**src/rtl/pdp11_iopage_pkg.sv**
```systemverilog
// Shared iopage definitions: arbiter state encoding, device vectors, bus-request levels.
// Latency: n/a (constants and a width helper only).
// Backpressure: n/a.
package pdp11_iopage_pkg;

   // Arbiter handshake states
   typedef enum logic [1:0] {
      ST_IDLE = 2'd0,
      ST_REQ  = 2'd1,
      ST_ACK  = 2'd2
   } arb_state_t;

   // Fixed interrupt vectors of the iopage devices
   localparam logic [7:0] VEC_KW11L = 8'o100;
   localparam logic [7:0] VEC_TTI   = 8'o60;
   localparam logic [7:0] VEC_TTO   = 8'o64;
   localparam logic [7:0] VEC_RK    = 8'o220;

   // Bus-request levels
   localparam logic [2:0] BR4 = 3'd4;
   localparam logic [2:0] BR5 = 3'd5;
   localparam logic [2:0] BR6 = 3'd6;
   localparam logic [2:0] BR7 = 3'd7;

   // Width of a device index; a single device still needs one bit
   function automatic int idx_width(input int n);
      return (n > 1) ? $clog2(n) : 1;
   endfunction

endpackage

```
**src/rtl/int_arb_pick.sv**
```systemverilog
// Combinational priority pick: highest level among requests above cpu_ipl, lowest index on ties.
// Latency: zero cycles, purely combinational.
// Backpressure: none; the caller decides when to sample the result.
module int_arb_pick
   import pdp11_iopage_pkg::*;
#(
   parameter  int NDEV = 4,
   localparam int IW   = idx_width(NDEV)
) (
   input  logic [NDEV-1:0]   req,
   input  logic [3*NDEV-1:0] lvl,
   input  logic [2:0]        cpu_ipl,
   output logic              any,
   output logic [IW-1:0]     win_idx,
   output logic [2:0]        win_lvl
);

   logic [2:0] lvl_i;

   // Scan upward; only a strictly higher level displaces the current best, so ties keep the lower index
   always_comb begin
      any     = 1'b0;
      win_idx = '0;
      win_lvl = '0;
      lvl_i   = '0;
      for (int i = 0; i < NDEV; i++) begin
         lvl_i = lvl[3*i +: 3];
         if (req[i] && (lvl_i > cpu_ipl) && (!any || (lvl_i > win_lvl))) begin
            any     = 1'b1;
            win_idx = IW'(i);
            win_lvl = lvl_i;
         end
      end
   end

endmodule

```
**src/rtl/iopage_int_arb.sv**
```systemverilog
// Interrupt arbiter between iopage devices and the CPU: pick, request/acknowledge handshake, device ack pulse.
// Latency: interrupt rises one cycle after an eligible request; dev_ack pulses on the edge that sees int_ack.
// Backpressure: CPU holds int_ack until interrupt drops; no new request is evaluated until int_ack falls.
module iopage_int_arb
   import pdp11_iopage_pkg::*;
#(
   parameter int NDEV = 4,
   // Device 0 in the LSBs: devices 0,1 at BR4, device 2 at BR5, device 3 at BR6
   parameter logic [3*NDEV-1:0] DEV_IPL = {BR6, BR5, BR4, BR4}
) (
   input  logic              clk,
   input  logic              reset,
   input  logic [NDEV-1:0]   dev_int,
   input  logic [8*NDEV-1:0] dev_vector,
   input  logic [2:0]        cpu_ipl,
   input  logic              int_ack,
   output logic              interrupt,
   output logic [7:0]        vector,
   output logic [2:0]        int_ipl,
   output logic [NDEV-1:0]   dev_ack
);

   localparam int IW = idx_width(NDEV);

   arb_state_t    state;
   logic [IW-1:0] win_q;
   logic          pick_any;
   logic [IW-1:0] pick_idx;
   logic [2:0]    pick_lvl;
   logic [2:0]    win_lvl_cur;
   logic          win_elig;
   logic          take_pick;

   int_arb_pick #(
      .NDEV    (NDEV)
   ) u_pick (
      .req     (dev_int),
      .lvl     (DEV_IPL),
      .cpu_ipl (cpu_ipl),
      .any     (pick_any),
      .win_idx (pick_idx),
      .win_lvl (pick_lvl)
   );

   // The latched winner stays eligible only while it still requests above the CPU priority
   assign win_lvl_cur = DEV_IPL[3*win_q +: 3];
   assign win_elig    = dev_int[win_q] && (win_lvl_cur > cpu_ipl);

   // Decide whether this edge loads a new winner; int_ack in REQ overrides both withdrawal and preemption
   always_comb begin
      take_pick = 1'b0;
      case (state)
         ST_IDLE: take_pick = pick_any;
         ST_REQ:  take_pick = !int_ack && pick_any && (!win_elig || (pick_lvl > int_ipl));
         default: take_pick = 1'b0;
      endcase
   end

   // Handshake FSM with registered outputs; vector is re-sampled only when the winner changes
   always_ff @(posedge clk or posedge reset) begin
      if (reset) begin
         state     <= ST_IDLE;
         win_q     <= '0;
         interrupt <= 1'b0;
         vector    <= '0;
         int_ipl   <= '0;
         dev_ack   <= '0;
      end else begin
         dev_ack <= '0;
         if (take_pick) begin
            win_q   <= pick_idx;
            vector  <= dev_vector[8*pick_idx +: 8];
            int_ipl <= pick_lvl;
         end
         case (state)
            ST_IDLE: begin
               if (pick_any) begin
                  interrupt <= 1'b1;
                  state     <= ST_REQ;
               end
            end
            ST_REQ: begin
               if (int_ack) begin
                  dev_ack   <= NDEV'(1) << win_q;
                  interrupt <= 1'b0;
                  state     <= ST_ACK;
               end else if (!win_elig && !pick_any) begin
                  interrupt <= 1'b0;
                  state     <= ST_IDLE;
               end
            end
            ST_ACK: begin
               if (!int_ack) begin
                  state <= ST_IDLE;
               end
            end
            default: begin
               interrupt <= 1'b0;
               state     <= ST_IDLE;
            end
         endcase
      end
   end

endmodule
```
**config.mk**
```make
export PLATFORM = sky130hd
export DESIGN_NAME = iopage_int_arb
export DESIGN_NICKNAME = d
export VERILOG_FILES = /design/src/rtl/pdp11_iopage_pkg.sv /design/src/rtl/int_arb_pick.sv /design/src/rtl/iopage_int_arb.sv
export SDC_FILE = /design/constraint.sdc
export NUM_CORES = 1
export LEC_CHECK = 0
export CORE_MARGIN = 2
export CORE_UTILIZATION = 41
export CTS_CLUSTER_DIAMETER = 30
export DETAILED_ROUTE_END_ITERATION = 10
export GPL_TIMING_DRIVEN = 1
export PLACE_DENSITY = 0.79
export SYNTH_ARGS = -nofsm -noshare
export SYNTH_HDL_FRONTEND = slang
export SYNTH_SLANG_ARGS = --single-unit
```
**constraint.sdc**
```tcl
create_clock -name clk -period 2.82 [get_ports clk]
set_input_delay 0.846 -clock clk [delete_from_list [all_inputs] [get_ports clk]]
set_output_delay 0.846 -clock clk [all_outputs]
set_load 0.005 [all_outputs]
```
==> results.py <==
metrics = {
    "run_status": {
        "status": "finished clean",
    },
    "final_layout": {
        "fin_area_sq_um": 2090,
        "syn2layout_area_growth_pct": 61.82,
        "final_net_count": 232,
        "n_antenna_cell": 0,
        "final_cell_mix": "52 x clkdlybuf4s50_1, 27 x mux2i_1, 20 x dfrtp_1",
        "drive_gt1_share_pct": 21.74,
        "layout_commonest_cell": "clkdlybuf4s50_1",
    },
    "placement": {
        "place_area_sq_um": 2003,
        "hpwl_mm": 2.486,
        "place.gp.congestion": 0.9217,
        "numPortBuffers": 57,
    },
    "timing": {
        "tightest_slew_ns": 0.7267,
        "finClkSkew_ns": 0.003097,
        "setup_violations": 0,
        "fmax_mhz": 364.6,
        "period_minus_slack_ns": 2.743,
        "timing.hold.ws_ns": 0.5029,
        "rsz0062_at_grt": "no",
        "relSlewSlack_pct": 51.50,
        "hold_violations": 0,
        "finalMaxSlewViolations": 0,
        "period_share_pct": 97.26,
    },
    "critical_path": {
        "worst_setup_path_start_kind": "input port",
        "crit_required_ns": 3.01,
        "crit_path_end_kind": "register",
        "critPathKind": "input port to register",
        "cp_max_fo": 6,
        "arrival_ns": 2.93,
    },
    "route": {
        "drc": 0,
        "routed-via-count": 1108,
        "drt_iter0_drc": 13,
        "drt_pass1_iterations": 4,
        "vias_per_cell": 4.860,
        "routed_wl_mm": 3.040,
        "wl_per_cell_um": 13.33,
        "ant_nets": 0,
    },
    "pwr": {
        "p_per_area_nw_per_um2": 735.3,
        "peakVddDrop_mv": 0.3187,
        "p_leak_nw": 0.9936,
    },
    "clock_network": {
        "clk_pin_slew_ns": 0.11,
        "cts_buffers": 3,
        "cts_sinks": 20,
        "cts_tree": "done",
        "cts_buffer_depth": 2,
        "h-tree-depth": 1,
        "cts_setup_buffers": 0,
        "cts_root_buffer": "clkbuf_4",
        "clk-insertion-delay-late_ns": 0.29,
    },
    "synthesis": {
        "synth_seq_area_share_pct": 38.76,
        "syn-num-nets": 157,
        "synth_ff_type": "dfrtp_1",
        "synth.distinct_cells": 32,
        "synthCells": 110,
        "avgSynthCellArea_sq_um": 11.74,
        "synth_edf_count": 0,
        "yosysWarnings": 0,
        "synth-async-reset-ratio_pct": 100.0,
        "synth-seq-cells": 20,
        "syn_area_sq_um": 1291,
    },
    "die": {
        "die_area_sq_um": 3614,
        "rows": 20,
        "io_pins": 58,
        "core_sq_um": 3028,
        "start_util_pct": 42.64,
        "die_h_um": 60.12,
        "die_x_um": 60.12,
    },
    "grt": {
        "antenna_found_initial": 0,
        "grt_pass1_vias": 1142,
        "grt_usage_pct": 18.55,
        "grt_pass1_wl_mm": 4.926,
        "grt_max_degree": 21,
        "overflow": 0,
    },
    "hold_path": {
        "hp-class": "register to register",
    },
    "run": {
        "drv_cap": 0,
    },
}
-- worst max-delay path, stage by stage --
cell           delay (ns)
dlygate4sd2_1        0.26
buf_4                0.15
a21boi_1             0.23
ha_1                 0.31
a211oi_2             0.26
o21ai_2              0.11
o211ai_4             0.27
buf_12               0.17
mux2_2               0.33
-- stage by stage --
stage               setup slack (ns)  TNS (ns)  std cells  power (mW)  util (%)
floorplan                    0.02900         0        110      0.9582         -
global placement             -0.3093    -3.380        223       1.283     66.16
detailed placement           -0.4297    -4.830        223       1.312     66.16
CTS                          0.04382         0        228       1.549     68.93
global route                 0.05354         0        228       1.648     69.01
finish                       0.07725         0        228       1.536     69.01
-- cell families after synthesis --
logic type,after synthesis,share of synthesized area (%)
AOI/OAI and AO/OA,14,9.303
xor gates and xnor gates,1,0.6784
adders and majority gates,5,4.845
buffers and inverters,14,6.202
DFF,20,38.76
muxes,37,32.27
and+or+nand+nor,19,7.945
-- synth_stat cells (2+ instances only) --
library cell | number | area share, %
mux2_4 | 6 | 7.0
nor3_1 | 3 | 1.2
dfrtp_1 | 20 | 39
nand2_1 | 3 | 0.87
nand3b_1 | 3 | 1.7
inv_1 | 10 | 2.9
and2_1 | 2 | 0.97
ha_1 | 5 | 4.8
mux2_2 | 3 | 2.6
nor2_1 | 4 | 1.2
o21ai_0 | 4 | 1.6
mux2i_1 | 27 | 21
-- routing by layer --
| metal | wire length, um | GRT usage, % | vias to the layer above |
|---|---|---|---|
| met4 | 46 | 6.667 | 0 |
| met5 | 0 | 0 | - |
| met2 | 1496 | 32.76 | 53 |
| met3 | 269 | 4.978 | 4 |
| met1 | 1228 | 21.29 | 506 |
| li1 | - | - | 545 |
-- registers in the layout, summed over array words and instances (netlist names) --
| register | flops |
|---|---|
| win_q | 2 |
| vector | 8 |
| int_ipl | 3 |
| dev_ack | 4 |
| state | 2 |
| interrupt | 1 |
-- what timing repair did --
item	in CTS	in global routing
setup endpoints to repair	12	3
gates resized for setup	11	1
pin swaps	4	2
hold buffers	0	0
cloned	1	0
-- area by class of cell --
| cell class | instances | area [sq um] |
|---|---|---|
| multi-input cells | 76 | 735.7 |
| repair buffers | 73 | 720.7 |
| well taps | 44 | 55.05 |
| fillers | 234 | 938.4 |
| clock buffers | 4 | 36.28 |
| inverters | 11 | 41.29 |
| flip-flops and latches | 20 | 500.5 |
-- final timing paths --
path,slack [ns],cells past startpoint,start,end
min in group asynchronous,0.96,2,reset,int_ipl[1]
max reg2reg,0.56,9,win_q[0],vector[1]
min,0.50,1,win_q[0],dev_ack[0]
max in group asynchronous,1.40,2,reset,dev_ack[1]
max,0.08,9,cpu_ipl[2],vector[1]
min reg2reg,0.50,1,win_q[0],dev_ack[0]
-- power breakdown --
part | internal (mW) | leakage [nW] | switching (mW)
Clock | 0.0786 | 0.0210 | 0.0847
Sequential | 0.406 | 0.243 | 0.0950
Combinational | 0.558 | 0.729 | 0.315
No activity file was read; power rests on OpenSTA's default activity.
